`config.mk`:
```
export PLATFORM = sky130hd
export DESIGN_NAME = instr_loader
export DESIGN_NICKNAME = d
export VERILOG_FILES = /design/src/rtl/instr_loader_pkg.sv /design/src/rtl/key_debounce.sv /design/src/rtl/instr_loader.sv
export SDC_FILE = /design/constraint.sdc
export NUM_CORES = 1
export LEC_CHECK = 0
export ABC_AREA = 1
export CAP_MARGIN = 30
export CORE_AREA = 2 2 123 125
export CTS_CLUSTER_DIAMETER = 60
export DETAILED_ROUTE_END_ITERATION = 10
export DIE_AREA = 0 0 125 127
export PLACE_DENSITY = 0.69
export SLEW_MARGIN = 10
export SYNTH_ARGS = -nofsm -noshare
export SYNTH_HDL_FRONTEND = slang
export SYNTH_SLANG_ARGS = --single-unit
export TNS_END_PERCENT = 20
```
`constraint.sdc`:
```
create_clock -name Clk -period 2.37 [get_ports Clk]
set_input_delay 0.3555 -clock Clk [delete_from_list [all_inputs] [get_ports Clk]]
set_output_delay 0.3555 -clock Clk [all_outputs]
set_load 0.01 [all_outputs]
```
`src/rtl/instr_loader_pkg.sv`:
```
// instr_loader_pkg: FSM encoding, data_input field positions and key indices shared by the loader
package instr_loader_pkg;
  localparam logic [1:0] IDLE = 2'd0;
  localparam logic [1:0] STEP = 2'd1;
  localparam logic [1:0] HOLD = 2'd2;
  localparam int OPC_LSB    = 0;
  localparam int OPC_W      = 5;
  localparam int IMMS_BIT   = 7;
  localparam int REGEN_BIT  = 8;
  localparam int REGRST_BIT = 9;
  localparam int RDEST_LSB  = 6;
  localparam int RSRC_LSB   = 0;
  localparam int REG_W      = 4;
  localparam int IMM_SHIFT  = 6;
  localparam int KEY_REG    = 0;
  localparam int KEY_SETUP  = 1;
  localparam int KEY_IMM    = 2;
  localparam int KEY_CLK    = 3;
  function automatic logic step_ok(input logic setup_v, input logic reg_v, input logic imm_s, input logic imm_v);
    return setup_v & reg_v & (~imm_s | imm_v);
  endfunction
endpackage

```
`src/rtl/key_debounce.sv`:
```
// key_debounce: 2-FF synchronizer, debounce counter and single-cycle press event for an active-low key
module key_debounce
  import instr_loader_pkg::*;
#(
  parameter int DEBOUNCE_CYCLES = 500000
) (
  input  logic clk,
  input  logic rst_n,
  input  logic key,
  output logic level,
  output logic press
);
  localparam int CW = $clog2(DEBOUNCE_CYCLES + 1);
  logic [1:0] sync;
  logic [1:0] boot;
  logic armed;
  logic [CW-1:0] cnt;
  logic done;
  assign done = (sync[1] != level) && (cnt == CW'(DEBOUNCE_CYCLES - 1));
  // Accept a new level after it has held for DEBOUNCE_CYCLES clocks; presses only fire once the key was seen released after reset
  always_ff @(posedge clk or negedge rst_n) begin
    if (!rst_n) begin
      sync  <= 2'b11;
      boot  <= 2'b00;
      armed <= 1'b0;
      cnt   <= '0;
      level <= 1'b1;
      press <= 1'b0;
    end else begin
      sync  <= {sync[0], key};
      boot  <= {boot[0], 1'b1};
      armed <= armed | (boot[1] & sync[1]);
      cnt   <= (sync[1] == level || done) ? '0 : cnt + CW'(1);
      level <= done ? sync[1] : level;
      press <= done & ~sync[1] & armed;
    end
  end
endmodule

```
`src/rtl/instr_loader.sv`:
```
// instr_loader: key-driven instruction field loader with single-step enable; LOADER_AUTOINC_EN adds RdestLoc auto-increment after each step
module instr_loader
  import instr_loader_pkg::*;
#(
  parameter int DEBOUNCE_CYCLES = 500000,
  parameter int STEP_CNT_W      = 8
) (
  input  logic                  Clk,
  input  logic                  Rst,
  input  logic [9:0]            data_input,
  input  logic                  ld_Reg,
  input  logic                  ld_Setup,
  input  logic                  ld_Imm,
  input  logic                  ld_clk,
  output logic [3:0]            RdestLoc,
  output logic [3:0]            RsrcLoc,
  output logic [4:0]            OpCode,
  output logic [15:0]           Imm,
  output logic                  Imm_s,
  output logic                  RegEn,
  output logic                  RegRst,
  output logic                  StepEn,
  output logic                  Err,
  output logic [STEP_CNT_W-1:0] StepCount
);
  logic [3:0] raw;
  logic [3:0] level;
  logic [3:0] press;
  logic [2:0] unused_level;
  logic [9:0] d1;
  logic [9:0] d;
  logic [1:0] state;
  logic setup_v;
  logic imm_v;
  logic reg_v;
  logic cap;
  logic ok;
  assign raw          = {ld_clk, ld_Imm, ld_Setup, ld_Reg};
  assign unused_level = level[2:0];
  assign cap          = state != STEP;
  assign ok           = step_ok(setup_v, reg_v, Imm_s, imm_v);
  assign StepEn       = state == STEP;
  for (genvar i = 0; i < 4; i++) begin : g_key
    key_debounce #(.DEBOUNCE_CYCLES(DEBOUNCE_CYCLES)) u_key (
      .clk  (Clk),
      .rst_n(Rst),
      .key  (raw[i]),
      .level(level[i]),
      .press(press[i])
    );
  end
  // Synchronize the switch word; it is only sampled long after it settles, on a debounced press
  always_ff @(posedge Clk or negedge Rst) begin
    if (!Rst) begin
      d1 <= '0;
      d  <= '0;
    end else begin
      d1 <= data_input;
      d  <= d1;
    end
  end
  // Step sequencer: validity check on ld_clk press, one-cycle STEP, then wait for key release
  always_ff @(posedge Clk or negedge Rst) begin
    if (!Rst) begin
      state     <= IDLE;
      Err       <= 1'b0;
      StepCount <= '0;
    end else begin
      state     <= state == IDLE ? ((press[KEY_CLK] && ok) ? STEP : IDLE) :
                   state == STEP ? HOLD : (level[KEY_CLK] ? IDLE : HOLD);
      Err       <= state == IDLE && press[KEY_CLK] && !ok;
      StepCount <= StepEn ? StepCount + STEP_CNT_W'(1) : StepCount;
    end
  end
  // Field capture; presses landing in the STEP cycle are dropped so fields hold still under StepEn
  always_ff @(posedge Clk or negedge Rst) begin
    if (!Rst) begin
      OpCode   <= '0;
      Imm_s    <= 1'b0;
      RegEn    <= 1'b0;
      RegRst   <= 1'b0;
      Imm      <= '0;
      RdestLoc <= '0;
      RsrcLoc  <= '0;
      setup_v  <= 1'b0;
      imm_v    <= 1'b0;
      reg_v    <= 1'b0;
    end else begin
      if (cap && press[KEY_SETUP]) begin
        OpCode  <= d[OPC_LSB +: OPC_W];
        Imm_s   <= d[IMMS_BIT];
        RegEn   <= d[REGEN_BIT];
        RegRst  <= d[REGRST_BIT];
        setup_v <= 1'b1;
      end
      if (cap && press[KEY_IMM]) begin
        Imm   <= 16'(d) << IMM_SHIFT;
        imm_v <= 1'b1;
      end
      if (cap && press[KEY_REG]) begin
        RdestLoc <= d[RDEST_LSB +: REG_W];
        RsrcLoc  <= d[RSRC_LSB +: REG_W];
        reg_v    <= 1'b1;
      end
`ifdef LOADER_AUTOINC_EN
      else if (StepEn) begin
        RdestLoc <= RdestLoc + 4'd1;
      end
`endif
    end
  end
endmodule

```
==> summary.txt <==
Max clock buf depth: 2
residual DRC count: 0
DRT iter0 DRCs: 301
number of global-route vias before repair: 5018
top cells by area, synth: dfrtp_1 (51%), nand2_1 (10%), nor2_1 (8.1%)
nets: 908
gr usage total: 0.1771
largest net degree at the start of global routing: 58
CP max FO: 8
crit path kind: flip-flop to output port
Root Buffer: clkbuf_16
Mapped Cells: 822
CP Capture Type: output port
Max Freq: 502.1 MHz
Post-synth top cells: nand2_1 (197), nor2_1 (154), dfrtp_1 (146), inv_1 (90), nand3_1 (44)
share of the synthesized area in the top cell type: 0.5112
most common cell in the netlist: nand2_1
placed inst area: 7840 µm²
synthesis-to-finish area growth: 18.19%
PwrDens: 669.8 nW/µm²
final hold violation count: 0
drt wl/cell: 11.90 µm
Worst Path Required: 2.01 ns
measured slew at the worst slew-check pin: 0.5674 ns
Overall Power: 5.657 mW
Post-synth top flop: dfrtp_1
Synth cell types: 31
Clock Skews: 0.007028 ns
Post-CTS Resized: 0
total global routing overflow: 0
Max IR drop VDD: 0.0005615 V
Final GP Congestion: 0.8640
antenna violations before repair: 0
synthesized flop and latch total: 158
Post-synth ARST share: 1.000
CP arrival: 1.64 ns
die footprint: 15880 µm²
outcome: complete, no violations
# clock sinks: 158
synthesized area: 7147 µm²
total wire length: 12.91 mm
Design Area, Final: 8447 µm²
post-layout minimum cycle time: 1.991 ns
number of port buffers: 51
Slew headroom: 0.6208
Layout Utilization: 0.5856
layout cells sized above 1: 0.1011
total core area: 14420 µm²
Initial Utilization: 0.4955
Setup crit start kind: flip-flop
final setup violation count: 0
Vias per Instance: 4.770
Die Ht: 127 µm
max_cap viols: 0
RSZ-0062 raised after global routing: no
Ant. Diodes: 0
H-tree Lvls: 4
Post-DRT Antenna Nets: 0
DPL Wire Length: 8.957 mm
Initial DRT Pass Iterations: 4
worst skew pair latency: 0.41 ns
Via Count: 5171
Fill cells: 1239
hold buffer count at CTS: 1
Synth warnings: 0
post-synthesis sequential area ratio: 0.5553
IO Pins: 58
Inserted Clock Buffers: 17
Final TNS setup: 0 ns
Row Count: 44
post-synth top area cell: dfrtp_1
die width: 125 µm
leakage power: 3.829 nW
Syn Area/Cell: 8.694 µm²
CTS clk-pin slew, worst paths: 0.06 ns
first-pass GRT wire length: 22.99 mm
Worst Hold Class: primary input to flip-flop
Slew Viols, Final: 0
CTS tree: built
Final period util: 0.8403
Setup Fix Bufs, Post-CTS: 0
EDFF count, synth: 0
-- metal layers --
metal / global-route usage / wire [µm] / up-vias
met3: 0.04816 / 435 / 11
li1: - / - / 2645
met5: 0 / 0 / -
met4: 0.05098 / 144 / 0
met2: 0.2909 / 6068 / 69
met1: 0.2334 / 6258 / 2446
-- cell type report --
cell class	count	area [µm²]	area share
clock buffer	18	429.2	0.05081
clock inverter	14	167.7	0.01985
inverter	92	345.3	0.04088
multi-input combinational	563	2736	0.3240
sequential	158	3969	0.4699
tap	184	230.2	0.02726
timing repair buffer	55	569.3	0.06740
-- power breakdown --
group,switching (mW),internal [mW]
combinational,0.111,0.0561
clock,1.07,1.65
sequential,0.0225,2.75
total,1.20,4.46
-- cell usage in the layout, fill, tap and decap left out, drive strengths merged --
master         netlist  final
clkinvlp             0      6
a31oi                1      1
buf                 11      4
or2                  3      3
nand3               48     48
dfrtp              146    146
xnor2               17     17
xor2                31     31
inv                 92     93
clkbuf               3     18
nand4               11     11
a21oi                8      8
mux2                 1      1
clkinv               0      4
conb                 2      7
clkdlybuf4s50        0     50
o21bai               4      4
ha                   5      5
dlygate4sd3          0      1
nor2               178    178
nor3                 8      8
dfstp               12     12
nand2              206    206
bufinv               0      3
o21ai               35     35
-- worst max-delay path: stages, from the launching register on --
cell and delay (ns):
dfrtp_1 0.37, inv_2 0.06, nand2_2 0.11, inv_1 0.13
clkdlybuf4s50_1 0.54
-- logic make-up (layout without fill, tap and decap cells) --
group,count (synthesis),count (layout),synth area share
xor gates and xnor gates,48,48,0.05882
other,2,7,0.001051
DFF,158,158,0.5553
buffers and inverters,106,179,0.06442
and+or+nand+nor,454,454,0.2749
adders and majority gates,5,5,0.008754
muxes,1,1,0.001576
AOI/OAI and AO/OA,48,48,0.03519
-- flip-flops by register name, summed over array words and instances, names as in the netlist, 2 cells and up --
register / flops
g_key.u_key.armed: 4
Imm: 10
g_key.u_key.boot: 2
g_key.u_key.press: 4
g_key.u_key.cnt: 76
StepCount: 8
g_key.u_key.sync: 8
g_key.u_key.level: 4
d: 10
OpCode: 5
RdestLoc: 4
RsrcLoc: 4
state: 2
d1: 10
-- path summary, 6_finish.rpt --
kind,slack [ns],from,end,cells after the start
worst max-delay path,0.38,state[1],StepEn,4
worst min-delay path,0.34,ld_Reg,g_key[0].u_key.sync[0],1
worst max register to register,0.81,g_key[2].u_key.cnt[0],g_key[2].u_key.cnt[5],6
worst min register to register,0.35,d1[9],d[9],0
max in group asynchronous,1.17,Rst,g_key[1].u_key.sync[0],3
min in group asynchronous,0.47,Rst,g_key[3].u_key.cnt[15],2
-- stage by stage --
stage                     setup WS, ns  hold slack, ns  instances
after floorplan                 0.9768         0.05991        827
after global placement          0.8319          0.3334       1051
after detailed placement        0.7880          0.3347       1051
after CTS                       0.3499          0.3239       1084
after global routing            0.2737          0.3274       1084
final                           0.3785          0.3442       1084
Power figures use the tool's default switching activity.
